<file path="config.mk">
export PLATFORM = sky130hd
export DESIGN_NAME = instr_fetch
export DESIGN_NICKNAME = d
export VERILOG_FILES = /design/src/rtl/cpu_pkg.sv /design/src/rtl/pc_counter.sv /design/src/rtl/instr_fetch.sv
export SDC_FILE = /design/constraint.sdc
export NUM_CORES = 1
export LEC_CHECK = 0
export CORE_MARGIN = 4
export CORE_UTILIZATION = 48
export CTS_BUF_LIST = sky130_fd_sc_hd__clkbuf_4
export DETAILED_ROUTE_END_ITERATION = 7
export GPL_ROUTABILITY_DRIVEN = 0
export PLACE_DENSITY_LB_ADDON = 0.3
export SLEW_MARGIN = 40
export SYNTH_ARGS = -nofsm -noshare
export SYNTH_HDL_FRONTEND = slang
export SYNTH_SLANG_ARGS = --single-unit
</file>
<file path="constraint.sdc">
create_clock -name clk -period 3.15 [get_ports clk]
set_input_delay 0.4725 -clock clk [delete_from_list [all_inputs] [get_ports clk]]
set_output_delay 0.4725 -clock clk [all_outputs]
set_load 0.005 [all_outputs]
</file>
<file path="src/rtl/cpu_pkg.sv">
// Shared CPU definitions: default widths, fetch-stage state encoding and the
// opcode constants the control FSM decodes from IR.
package cpu_pkg;

    localparam int ADDR_W_DEF  = 8;
    localparam int INSTR_W_DEF = 16;

    typedef enum logic [1:0] {
        IDLE = 2'd0,
        REQ  = 2'd1,
        PF   = 2'd2
    } fetch_state_t;

    localparam logic [3:0] OP_NOOP  = 4'd0;
    localparam logic [3:0] OP_STORE = 4'd1;
    localparam logic [3:0] OP_LOAD  = 4'd2;
    localparam logic [3:0] OP_ADD   = 4'd3;
    localparam logic [3:0] OP_SUB   = 4'd4;
    localparam logic [3:0] OP_HALT  = 4'd5;

    // Opcode lives in the top nibble of an instruction word.
    function automatic logic [3:0] opcode_of(input logic [INSTR_W_DEF-1:0] instr);
        return instr[INSTR_W_DEF-1 -: 4];
    endfunction

endpackage

</file>
<file path="src/rtl/pc_counter.sv">
// Program counter: clear has priority over increment, increment wraps modulo
// 2^ADDR_W.
module pc_counter
    import cpu_pkg::*;
#(
    parameter int ADDR_W = ADDR_W_DEF
) (
    input  logic              clk,
    input  logic              Reset,
    input  logic              clr_i,
    input  logic              up_i,
    output logic [ADDR_W-1:0] pc_o
);

    logic [ADDR_W-1:0] pc_q;
    logic [ADDR_W-1:0] pc_d;

    always_comb begin
        pc_d = pc_q;
        if (clr_i) begin
            pc_d = '0;
        end else if (up_i) begin
            pc_d = pc_q + ADDR_W'(1);
        end
    end

    always_ff @(posedge clk or posedge Reset) begin
        if (Reset) begin
            pc_q <= '0;
        end else begin
            pc_q <= pc_d;
        end
    end

    assign pc_o = pc_q;

endmodule

</file>
<file path="src/rtl/instr_fetch.sv">
// Instruction fetch stage: owns PC and IR, runs the request/ack handshake to
// instruction memory. Optional one-entry prefetch buffer: INSTR_FETCH_PREFETCH_EN.
module instr_fetch
    import cpu_pkg::*;
#(
    parameter int ADDR_W  = ADDR_W_DEF,
    parameter int INSTR_W = INSTR_W_DEF
) (
    input  logic               clk,
    input  logic               Reset,
    input  logic               PC_Clr,
    input  logic               PC_Up,
    input  logic               IR_Id,
    output logic               IM_req,
    output logic [ADDR_W-1:0]  IM_addr,
    input  logic               IM_ack,
    input  logic [INSTR_W-1:0] IM_data,
    output logic [INSTR_W-1:0] IR,
    output logic [ADDR_W-1:0]  PC,
    output logic               IR_valid,
    output logic               Fetch_busy
);

    fetch_state_t       state_q;
    logic [ADDR_W-1:0]  addr_q;
    logic [INSTR_W-1:0] ir_q;
    logic               ir_valid_q;
    logic               flush_q;

`ifdef INSTR_FETCH_PREFETCH_EN
    logic [ADDR_W-1:0]  pf_addr_q;
    logic [INSTR_W-1:0] pf_data_q;
    logic               pf_valid_q;
    logic               pend_q;
    logic [ADDR_W-1:0]  dem_addr_q;
    logic               pf_hit;
    logic [ADDR_W-1:0]  want_addr;

    assign pf_hit    = pf_valid_q && (pf_addr_q == PC) && !PC_Clr;
    // A demand raised in the ack cycle itself still wants the current PC.
    assign want_addr = pend_q ? dem_addr_q : PC;
`endif

    pc_counter #(.ADDR_W(ADDR_W)) u_pc (
        .clk   (clk),
        .Reset (Reset),
        .clr_i (PC_Clr),
        .up_i  (PC_Up),
        .pc_o  (PC)
    );

    always_ff @(posedge clk or posedge Reset) begin
        if (Reset) begin
            state_q    <= IDLE;
            addr_q     <= '0;
            ir_q       <= '0;
            ir_valid_q <= 1'b0;
            flush_q    <= 1'b0;
`ifdef INSTR_FETCH_PREFETCH_EN
            pf_addr_q  <= '0;
            pf_data_q  <= '0;
            pf_valid_q <= 1'b0;
            pend_q     <= 1'b0;
            dem_addr_q <= '0;
`endif
        end else begin
            if (PC_Clr) begin
                ir_valid_q <= 1'b0;
            end
            case (state_q)
                IDLE: begin
                    if (IR_Id) begin
`ifdef INSTR_FETCH_PREFETCH_EN
                        if (pf_hit) begin
                            ir_q       <= pf_data_q;
                            ir_valid_q <= 1'b1;
                            pf_valid_q <= 1'b0;
                        end else begin
                            addr_q  <= PC;
                            flush_q <= PC_Clr;
                            state_q <= REQ;
                        end
`else
                        addr_q  <= PC;
                        flush_q <= PC_Clr;
                        state_q <= REQ;
`endif
                    end
`ifdef INSTR_FETCH_PREFETCH_EN
                    else if (ir_valid_q && !pf_valid_q && !PC_Clr) begin
                        addr_q  <= PC;
                        flush_q <= 1'b0;
                        pend_q  <= 1'b0;
                        state_q <= PF;
                    end
`endif
                end
                REQ: begin
                    if (PC_Clr) begin
                        flush_q <= 1'b1;
                    end
                    if (IM_ack) begin
                        // Flushed data is dropped; the request itself is never withdrawn.
                        if (!(flush_q || PC_Clr)) begin
                            ir_q       <= IM_data;
                            ir_valid_q <= 1'b1;
                        end else begin
                            ir_valid_q <= 1'b0;
                        end
                        flush_q <= 1'b0;
                        state_q <= IDLE;
                    end
                end
`ifdef INSTR_FETCH_PREFETCH_EN
                PF: begin
                    if (PC_Clr) begin
                        flush_q <= 1'b1;
                        pend_q  <= 1'b0;
                    end else if (IR_Id && !pend_q) begin
                        pend_q     <= 1'b1;
                        dem_addr_q <= PC;
                    end
                    if (IM_ack) begin
                        state_q <= IDLE;
                        flush_q <= 1'b0;
                        pend_q  <= 1'b0;
                        if (!(flush_q || PC_Clr)) begin
                            if (pend_q || IR_Id) begin
                                if (addr_q == want_addr) begin
                                    ir_q       <= IM_data;
                                    ir_valid_q <= 1'b1;
                                end else begin
                                    addr_q  <= want_addr;
                                    state_q <= REQ;
                                end
                            end else begin
                                pf_addr_q  <= addr_q;
                                pf_data_q  <= IM_data;
                                pf_valid_q <= 1'b1;
                            end
                        end
                    end
                end
`endif
                default: state_q <= IDLE;
            endcase
`ifdef INSTR_FETCH_PREFETCH_EN
            if (PC_Clr) begin
                pf_valid_q <= 1'b0;
            end
`endif
        end
    end

    assign IM_req   = (state_q != IDLE);
    assign IM_addr  = addr_q;
    assign IR       = ir_q;
    assign IR_valid = ir_valid_q;

`ifdef INSTR_FETCH_PREFETCH_EN
    assign Fetch_busy = (state_q == REQ) || ((state_q == PF) && pend_q) ||
                        (IR_Id && (state_q != IDLE));
`else
    assign Fetch_busy = (state_q == REQ) || (IR_Id && (state_q != IDLE));
`endif

endmodule
</file>
==> summary.txt, run 1 <==
Status
  – Run status: finished, final reports clean

Setup path
  – Critical Path Source Type: input port
  – Max incr delay on CP: 640 ps
  – WS Path Type: input port to flip-flop
  – Arrival time of the worst setup path: 2050 ps
  – WP data required: 3370 ps
  – Cells along the critical path: clkdlybuf4s50_1 > nor3_4 > buf_4 > mux2_2
  – FF-to-FF setup slack: 1660 ps
  – Worst Setup End Kind: flip-flop
  – Worst Path Max Fanout: 16
  – Crit path max-delay cell type: clkdlybuf4s50_1

Global routing
  – Global route total overflow: 0
  – Global-route wire length before repair: 5423 microns
  – Number of global-route vias before repair: 1134
  – Total global-route track usage: 17.65%
  – Grt met3 use: 5.216%
  – Largest net degree at the start of global routing: 27
  – Global Route met2 Usage: 29.78%
  – Antenna violations before repair: 0
  – Met1 usage: 20.47%
  – Gr busiest metal: met2

Die
  – Ports: 57
  – Core Area: 2829 sq um
  – FP Rows: 19
  – Starting Density: 51.30%
  – Area of the die: 3968 sq um
  – Die Y-Extent: 62.99 microns
  – Die Span X: 62.99 microns

Power and ir drop
  – Net Sw Power: 0.3086 mW
  – Peak supply drop: 0.0003254 V
  – Leakage power: 0.9081 nW
  – Sw frac: 25.19%
  – Overall power: 1.225 mW
  – Clk pwr share: 18.9%
  – Logic pwr share: 32.0%
  – Internal power: 0.9164 mW
  – Sequential share of power: 49.2%
  – Cell Pwr Density: 587.3 nW/um^2

Logic synthesis
  – #FFs+latches synth: 35
  – Syn_nets: 125
  – Synth unique cells: 25
  – Seq/Total Area, Yosys: 60.34%
  – Cell Area, Synth: 1451 sq um
  – Ys Warns: 0
  – Synth Instances: 102
  – Avg Inst Size Synth: 14.23 sq um

Clock tree
  – Post-CTS sizing: 0
  – CTS tree: done
  – Clock Latency Late Sink: 330 ps
  – Root Buffer: clkbuf_4
  – Clock Path Buffers: 2
  – CTS Hold Bufs: 0
  – Reg clk slew, reported paths: 100 ps
  – H-tree level count: 2
  – # Post-CTS Setup Buffers: 0
  – Clock sinks: 35
  – Num CTS Buffers: 5

Finish
  – Fill cells: 192
  – NumNets Final: 185
  – Synth-to-Final Area Change: 43.71%
  – Share of layout cells above drive strength 1: 20.86%
  – Post-route cell area: 2086 sq um
  – N_diodes: 0
  – Seq. cell area: 875.8 sq um
  – Util after Layout: 73.73%
  – Multi-input gate area: 539.3 sq um

Route
  – DRT Wirelength: 3164 microns
  – Post-route ant nets: 0
  – Vias/cell: 5.191
  – Routed WL per cell: 16.31 microns
  – Routed via count: 1007
  – DRC viols: 0
  – Starting DRT DRC Count: 38
  – Drt pass-1 iters: 4

Placement
  – Port Buf Inserts: 56
  – Placement Setup Slack: 969.5 ps
  – Cell Area, Placed: 2033 sq um
  – HPWL Detailed: 2328 microns

Timing
  – Minimum clock period: 1834 ps
  – Tcrit/Tclk final: 58.21%
  – Setup TNS: 0 ps
  – Least-Margin Pin Slew: 533.9 ps
  – Highest Clock Rate: 0.5454 GHz
  – Slew Limit Headroom: 64.35%
  – Setup ws final: 1316 ps
  – Setup violations, final: 0
  – Hold Violations, Final: 0
  – RSZ-0062 raised after global routing: false
  – Worst clock skew: 8.900 ps
  – Pins Over Slew Limit: 0

Run
  – MaxCap Viol Count: 0

Hold path
  – HP Class: input port to asynchronous set/reset pin
==> state kept, by name, indices dropped and copies added, names as in the netlist <==
register   cells
IM_addr        8
IR            16
state_q        1
flush_q        1
IR_valid       1
u_pc.pc_o      8
==> through the flow <==
| stage | std cells | hold slack, ps |
|---|---|---|
| after floorplan | 102 | 488.9 |
| after global placement | 186 | 479.9 |
| after detailed placement | 186 | 490.2 |
| after CTS | 194 | 507.1 |
| after global routing | 194 | 525.4 |
| final | 194 | 498.6 |
==> area by class of cell <==
type / count / share of cell area [%]
Sequential cell: 35 / 41.99
Timing Repair Buffer: 58 / 27.59
Multi-Input combinational cell: 61 / 25.85
Clock buffer: 6 / 2.160
Tap cell: 31 / 1.860
Clock inverter: 2 / 0.3599
Inverter: 1 / 0.1800
==> per-layer routing <==
metal  share of wire (%)  routed length [microns]  up-vias
li1                    -                        -      475
met1                  42                     1320      489
met2                  50                     1597       36
met3                 6.1                      194        7
met4                 1.6                       52        0
met5                   0                        0        -
==> Yosys cell counts <==
| master | number | area [sq um] |
|---|---|---|
| dfrtp_1 | 35 | 875.8 |
| buf_8 | 1 | 15.01 |
| or2_2 | 1 | 6.260 |
| mux2_1 | 2 | 22.52 |
| buf_2 | 2 | 10.01 |
| nand2_1 | 4 | 15.01 |
| mux2_2 | 12 | 135.1 |
| mux2_4 | 10 | 150.1 |
| nor2_1 | 6 | 22.52 |
| or3_1 | 3 | 18.77 |
| o31ai_1 | 1 | 7.510 |
| inv_1 | 1 | 3.750 |
| a21oi_1 | 5 | 25.02 |
| ha_1 | 1 | 12.51 |
| xor2_1 | 3 | 26.28 |
| nand4_1 | 3 | 18.77 |
| o2111ai_1 | 1 | 8.760 |
| nor3_4 | 1 | 16.27 |
| clkbuf_1 | 2 | 7.510 |
| nand2b_1 | 1 | 6.260 |
| xnor2_1 | 1 | 8.760 |
| mux2i_1 | 1 | 10.01 |
| o21ai_0 | 3 | 15.01 |
| nand2_2 | 1 | 6.260 |
| o21a_1 | 1 | 7.510 |
==> layout by cell type, fill, tap and decap left out, drive strengths merged, types with 2 or more instances in the layout <==
master and count:
or3 3, nand4 3, buf 2, nand2 5
mux2 24, clkinv 2, xor2 3, a21oi 5
dfrtp 35, nor2 6, clkdlybuf4s50 56, o21ai 3
clkbuf 6
==> power by group through the flow <==
stage | Sequential, mW | Clock (mW) | Combinational, mW
after floorplan | 0.612 | 0 | 0.146
after global placement | 0.604 | 0 | 0.384
after detailed placement | 0.613 | 0 | 0.396
after CTS | 0.606 | 0.236 | 0.399
after global routing | 0.618 | 0.262 | 0.417
final | 0.602 | 0.231 | 0.392
==> kinds of logic after synthesis <==
kind of cell    Yosys count  synth area share, %
fa+ha+maj                 1               0.8619
xor+xnor                  4                2.414
simple gates             20                7.587
compound gates           11                4.396
flops                    35                60.34
buf+inv                   6                2.500
mux                      25                21.90
==> worst max-delay path: cells and delay by family <==
family | cells | cell delay (ps)
buf+inv | 2 | 930
simple gates | 1 | 260
mux | 1 | 370
==> worst paths after layout <==
check / start / end / cells past startpoint
min: Reset / IR[8] / 2
max in group asynchronous: Reset / u_pc.pc_o[0] / 3
max reg2reg: state_q[0] / IR[15] / 4
min in group clk: IM_addr[2] / IM_addr[2] / 1
min reg2reg: IM_addr[2] / IM_addr[2] / 1
max: PC_Clr / IR[15] / 4
No activity file was read; power rests on OpenSTA's default activity.
==> run 2: changes to the inputs <==
--- a/config.mk
+++ b/config.mk
@@ -6,7 +6,7 @@
 export NUM_CORES = 1
 export LEC_CHECK = 0
 export CORE_MARGIN = 4
-export CORE_UTILIZATION = 48
+export CORE_UTILIZATION = 44
 export CTS_BUF_LIST = sky130_fd_sc_hd__clkbuf_4
 export DETAILED_ROUTE_END_ITERATION = 7
 export GPL_ROUTABILITY_DRIVEN = 0
==> constraint.sdc (replaced) <==
create_clock -name clk -period 1.89 [get_ports clk]
set_input_delay 0.2835 -clock clk [delete_from_list [all_inputs] [get_ports clk]]
set_output_delay 0.2835 -clock clk [all_outputs]
set_load 0.005 [all_outputs]
==> run 2 against run 1 <==
  * Combinational power rose by 67%
  * Sequential share of layout area fell by 0.57 points
  * Critical endpoint is now PC[2]
  * First-iteration DRC count fell by 16%
  * Die area rose by 7.9%
==> summary.txt, run 2 (same netlist as run 1, synthesis figures left out) <==
Clock tree
  – Reg clk slew, reported paths: 90 ps (was 100 ps)
  – Root Buffer: clkbuf_4 (unchanged)
  – Clock sinks: 35 (unchanged)
  – Clock Path Buffers: 2 (unchanged)
  – CTS Hold Bufs: 0 (unchanged)
  – # Post-CTS Setup Buffers: 0 (unchanged)
  – Clock Latency Late Sink: 330 ps (about the same)
  – CTS tree: done (unchanged)
  – Num CTS Buffers: 5 (unchanged)
  – H-tree level count: 2 (unchanged)
  – Post-CTS sizing: 0 (unchanged)

Timing
  – Slew Limit Headroom: 71.60% (was 64.35%)
  – RSZ-0062 raised after global routing: false (unchanged)
  – Worst clock skew: 5.429 ps (was 8.900 ps)
  – Pins Over Slew Limit: 0 (unchanged)
  – Highest Clock Rate: 0.6043 GHz
  – Tcrit/Tclk final: 87.55%
  – Setup TNS: 0 ps (unchanged)
  – Setup violations, final: 0 (unchanged)
  – Least-Margin Pin Slew: 425.9 ps (was 533.9 ps)
  – Hold Violations, Final: 0 (unchanged)
  – Minimum clock period: 1655 ps

Finish
  – NumNets Final: 186 (was 185)
  – Post-route cell area: 2115 sq um (was 2086 sq um)
  – Most common cell after layout, fill and taps aside: clkdlybuf4s50_1 (unchanged)
  – Commonest non-fill, non-tap cells in the layout: 56 x clkdlybuf4s50_1, 35 x dfrtp_1, 12 x mux2_2 (unchanged)
  – Synth-to-Final Area Change: 45.69% (was 43.71%)
  – Fill cells: 247 (was 192)
  – Max FFs per register: 16 (unchanged)
  – N_diodes: 0 (unchanged)
  – Share of layout cells above drive strength 1: 20.99% (was 20.86%)

Setup path
  – Arrival time of the worst setup path: 1370 ps (was 2050 ps)
  – Worst path depth: 1 (was 4)
  – Max incr delay on CP: 560 ps (was 640 ps)
  – Worst-case reg-to-reg path depth: 4 (unchanged)
  – Critical Path Source Type: flip-flop (was input port)
  – Buf+Inv Stages, Crit Path: 1 (was 2)
  – CP top delay family: buffers and inverters (unchanged)
  – WP data required: 1610 ps (was 3370 ps)
  – FF-to-FF setup slack: 500 ps (was 1660 ps)
  – Worst Setup End Kind: output pin (was flip-flop)
  – WS Path Type: flip-flop to output pin (was input port to flip-flop)
  – Crit path max-delay cell type: clkdlybuf4s50_1 (unchanged)
  – Worst Path Max Fanout: 7 (was 16)
  – Cells along the critical path: clkdlybuf4s50_1 (was clkdlybuf4s50_1 > nor3_4 > buf_4 > mux2_2)

Die
  – FP Rows: 20 (was 19)
  – Die Y-Extent: 65.44 microns (was 62.99 microns)
  – Ports: 57 (unchanged)
  – Area of the die: 4282 sq um (was 3968 sq um)
  – Die Span X: 65.44 microns (was 62.99 microns)
  – Core Area: 3103 sq um (was 2829 sq um)
  – Starting Density: 46.77% (was 51.30%)

Route
  – DRC viols: 0 (unchanged)
  – Vias/cell: 4.898 (was 5.191)
  – Drt pass-1 iters: 4 (unchanged)
  – Post-route ant nets: 0 (unchanged)
  – DRT Wirelength: 3064 microns (was 3164 microns)
  – Starting DRT DRC Count: 32 (was 38)
  – Routed WL per cell: 14.87 microns (was 16.31 microns)
  – Routed via count: 1009 (was 1007)

Global routing
  – Largest net degree at the start of global routing: 36 (was 27)
  – Global-route wire length before repair: 5299 microns (was 5423 microns)
  – Number of global-route vias before repair: 1093 (was 1134)
  – Global route total overflow: 0 (unchanged)
  – Total global-route track usage: 16.92% (was 17.65%)
  – Antenna violations before repair: 0 (unchanged)

Power and ir drop
  – Logic pwr share: 32.4% (was 32.0%)
  – Internal power: 1.526 mW (was 0.9164 mW)
  – Net Sw Power: 0.4900 mW (was 0.3086 mW)
  – Leakage power: 0.9138 nW (was 0.9081 nW)
  – Peak supply drop: 0.0004050 V (was 0.0003254 V)
  – Overall power: 2.016 mW (was 1.225 mW)
  – Clk pwr share: 18.1% (was 18.9%)
  – Sequential share of power: 49.5% (was 49.2%)
  – Cell Pwr Density: 953.6 nW/um^2 (was 587.3 nW/um^2)
  – Sw frac: 24.30% (was 25.19%)

Placement
  – HPWL Detailed: 2285 microns (was 2328 microns)
  – Cell Area, Placed: 2069 sq um (was 2033 sq um)
  – Port Buf Inserts: 56 (unchanged)

Status
  – Run status: finished, final reports clean (unchanged)

Run
  – MaxCap Viol Count: 0 (unchanged)

Hold path
  – HP Class: input port to asynchronous set/reset pin (unchanged)
-- run 2: cell types whose count changed in the layout (fill, tap and decap cells not counted) --
| cell | change |
|---|---|
| inv_1 | +1 |
| buf_12 | +1 |
| inv_2 | -1 |
| clkinv_1 | -2 |
-- run 2: worst paths after layout --
kind | startpoint | endpoint
hold reg to reg | IM_addr[2] | IM_addr[2]
min in group clk | IM_addr[2] | IM_addr[2]
setup / recovery | u_pc.pc_o[2] | PC[2]
setup reg to reg | state_q[0] | IR[1]
hold / removal | Reset | IM_addr[7]
max in group asynchronous | Reset | IR[4]
-- run 2: per-stage QoR --
stage	utilization [%]	setup WS, ps	hold WS, ps	std cells
after CTS	68.15	205.7	341.7	206
after global placement	66.69	191.8	479.4	200
after detailed placement	66.69	158.3	480.0	200
final	68.15	235.3	344.3	206
after floorplan	-	486.5	400.5	102
after global routing	68.15	122.9	384.9	206
-- run 2: power groups by stage --
stage / combinational, mW / clock (mW) / sequential (mW)
after CTS: 0.668 / 0.386 / 1.00
after floorplan: 0.243 / 0 / 1.02
after detailed placement: 0.664 / 0 / 1.02
final: 0.654 / 0.365 / 0.998
after global routing: 0.703 / 0.419 / 1.03
after global placement: 0.645 / 0 / 1.01
-- run 2: layout make-up --
class / count / area, sq um / share of cell area, %
sequential: 35 / 875.8 / 41.42
timing repair buffer: 59 / 595.6 / 28.17
multi-input combinational: 61 / 539.3 / 25.50
tap: 44 / 55.05 / 2.604
clock buffer: 6 / 45.04 / 2.130
inverter: 1 / 3.754 / 0.1775
-- run 2: metal layers --
metal  vias to the layer above  global-route usage [%]  wire [microns]
li1                        476                       -               -
met1                       481                   20.34            1293
met2                        46                   26.68            1436
met3                         6                   7.179             277
met4                         0                   6.995              57
met5                         -                       0               0
==> run 3: changes to the inputs <==
--- a/config.mk
+++ b/config.mk
@@ -6,10 +6,9 @@
 export NUM_CORES = 1
 export LEC_CHECK = 0
 export CORE_MARGIN = 4
-export CORE_UTILIZATION = 44
-export CTS_BUF_LIST = sky130_fd_sc_hd__clkbuf_4
+export CORE_UTILIZATION = 43
 export DETAILED_ROUTE_END_ITERATION = 7
-export GPL_ROUTABILITY_DRIVEN = 0
+export GPL_ROUTABILITY_DRIVEN = 1
 export PLACE_DENSITY_LB_ADDON = 0.3
 export SLEW_MARGIN = 40
 export SYNTH_ARGS = -nofsm -noshare
==> run 3 against run 2 <==
  * Combinational power shrank 0.8%
  * Clock skew barely moved
  * Core utilization fell by 0.47 points
  * Cell count grew 1.5%
==> summary.txt, run 3 (same netlist as run 1, synthesis figures left out) <==
Route
  – Starting DRT DRC Count: 40 (was 32)
  – Post-route ant nets: 0 (unchanged)
  – Routed via count: 1046 (was 1009)
  – Vias/cell: 5.005 (was 4.898)
  – Routed WL per cell: 14.63 microns (was 14.87 microns)
  – DRC viols: 0 (unchanged)
  – Drt pass-1 iters: 4 (unchanged)
  – DRT Wirelength: 3057 microns (was 3064 microns)

Finish
  – Most common cell after layout, fill and taps aside: clkdlybuf4s50_1 (unchanged)
  – NumNets Final: 187 (was 186)
  – Max FFs per register: 16 (unchanged)
  – N_diodes: 0 (unchanged)
  – Share of layout cells above drive strength 1: 22.42% (was 20.99%)
  – Synth-to-Final Area Change: 45.86% (was 45.69%)
  – Post-route cell area: 2117 sq um (was 2115 sq um)
  – Layout Cells excl Fill: 209 (was 206)
  – Commonest non-fill, non-tap cells in the layout: 56 x clkdlybuf4s50_1, 35 x dfrtp_1, 12 x mux2_2 (unchanged)

Timing
  – Setup ws final: 246.5 ps (was 235.3 ps)
  – Slew Limit Headroom: 69.52% (was 71.60%)
  – Hold_ws: 355.9 ps (was 344.3 ps)
  – Least-Margin Pin Slew: 457.1 ps (was 425.9 ps)
  – Hold Violations, Final: 0 (unchanged)
  – Highest Clock Rate: 0.6085 GHz (was 0.6043 GHz)
  – Worst clock skew: 5.871 ps (was 5.429 ps)
  – Minimum clock period: 1643 ps (was 1655 ps)
  – Setup TNS: 0 ps (unchanged)
  – RSZ-0062 raised after global routing: false (unchanged)
  – Setup violations, final: 0 (unchanged)
  – Pins Over Slew Limit: 0 (unchanged)
  – Tcrit/Tclk final: 86.96% (was 87.55%)

Clock tree
  – # Post-CTS Setup Buffers: 0 (unchanged)
  – CTS tree: done (unchanged)
  – Reg clk slew, reported paths: 100 ps (was 90 ps)
  – Clock sinks: 35 (unchanged)
  – Num CTS Buffers: 5 (unchanged)
  – Clock Latency Late Sink: 330 ps (about the same)
  – Clock Path Buffers: 2 (unchanged)
  – Post-CTS sizing: 0 (unchanged)
  – H-tree level count: 2 (unchanged)
  – Root Buffer: clkbuf_4 (unchanged)
  – CTS Hold Bufs: 0 (unchanged)

Placement
  – Placement Setup Slack: 155.3 ps (was 158.3 ps)
  – Placer Congestion: 0.7196
  – Post-placement cell count: 201 (was 200)
  – Cell Area, Placed: 2064 sq um (was 2069 sq um)
  – Port Buf Inserts: 56 (unchanged)
  – HPWL Detailed: 2274 microns (was 2285 microns)

Global routing
  – Global-route wire length before repair: 5347 microns (was 5299 microns)
  – Total global-route track usage: 16.11% (was 16.92%)
  – Global route total overflow: 0 (unchanged)
  – Largest net degree at the start of global routing: 36 (unchanged)
  – Number of global-route vias before repair: 1142 (was 1093)
  – Antenna violations before repair: 0 (unchanged)

Die
  – FP Rows: 20 (unchanged)
  – Area of the die: 4369 sq um (was 4282 sq um)
  – Starting Density: 46.40% (was 46.77%)
  – Core Area: 3128 sq um (was 3103 sq um)
  – Ports: 57 (unchanged)
  – Die Y-Extent: 66.10 microns (was 65.44 microns)
  – Die Span X: 66.10 microns (was 65.44 microns)

Setup path
  – FF-to-FF setup slack: 510 ps (was 500 ps)
  – Max incr delay on CP: 550 ps (was 560 ps)
  – Worst Path Max Fanout: 7 (unchanged)
  – CP top delay family: buffers and inverters (unchanged)
  – Worst Setup End Kind: output pin (unchanged)
  – Buf+Inv Stages, Crit Path: 1 (unchanged)
  – Crit path max-delay cell type: clkdlybuf4s50_1 (unchanged)
  – WS Path Type: flip-flop to output pin (unchanged)
  – Critical Path Source Type: flip-flop (unchanged)
  – WP data required: 1610 ps (about the same)
  – Arrival time of the worst setup path: 1360 ps (was 1370 ps)
  – Cells along the critical path: clkdlybuf4s50_1 (unchanged)

Status
  – Run status: finished, final reports clean (unchanged)

Power and ir drop
  – Cell Pwr Density: 957.0 nW/um^2 (was 953.6 nW/um^2)
  – Peak supply drop: 0.0005315 V (was 0.0004050 V)
  – Leakage power: 0.9233 nW (was 0.9138 nW)

Run
  – MaxCap Viol Count: 0 (unchanged)

Hold path
  – HP Class: input port to asynchronous set/reset pin (unchanged)
==> run 3: layout make-up <==
class / count / area [sq um]
repair buffers: 60 / 590.6
fillers: 250 / 1011
clock buffers: 5 / 37.54
multi-input cells: 61 / 539.3
inverters: 1 / 3.754
clock inverters: 3 / 15.01
flip-flops and latches: 35 / 875.8
well taps: 44 / 55.05
==> run 3: where the power goes <==
group	switching, mW	internal (mW)
Combinational	0.176	0.474
Sequential	0.0945	0.904
Clock	0.239	0.138
==> run 3: stage by stage <==
| step | power (mW) | util (%) |
|---|---|---|
| after global routing | 2.149 | 67.68 |
| after CTS | 2.056 | 67.68 |
| final | 2.026 | 67.68 |
| after floorplan | 1.263 | - |
| after detailed placement | 1.676 | 66.00 |
| after global placement | 1.648 | 66.00 |
==> run 3: path summary, 6_finish.rpt <==
path                           endpoint  cells past startpoint         start
min in group clk             IM_addr[0]                      1    IM_addr[0]
max reg2reg                       IR[5]                      4    state_q[0]
max in group asynchronous  u_pc.pc_o[4]                      3         Reset
max                               PC[2]                      1  u_pc.pc_o[2]
min                          IM_addr[6]                      3         Reset
min reg2reg                  IM_addr[0]                      1    IM_addr[0]
==> run 3: per-layer routing <==
| layer | wire length (microns) | share of wire (%) | vias up | global-route usage (%) |
|---|---|---|---|---|
| met1 | 1223 | 40 | 511 | 19.49 |
| met3 | 262 | 8.6 | 7 | 4.762 |
| met4 | 40 | 1.3 | 0 | 6.091 |
| met2 | 1530 | 50 | 47 | 26.89 |
| li1 | - | - | 481 | - |
| met5 | 0 | 0 | - | 0 |
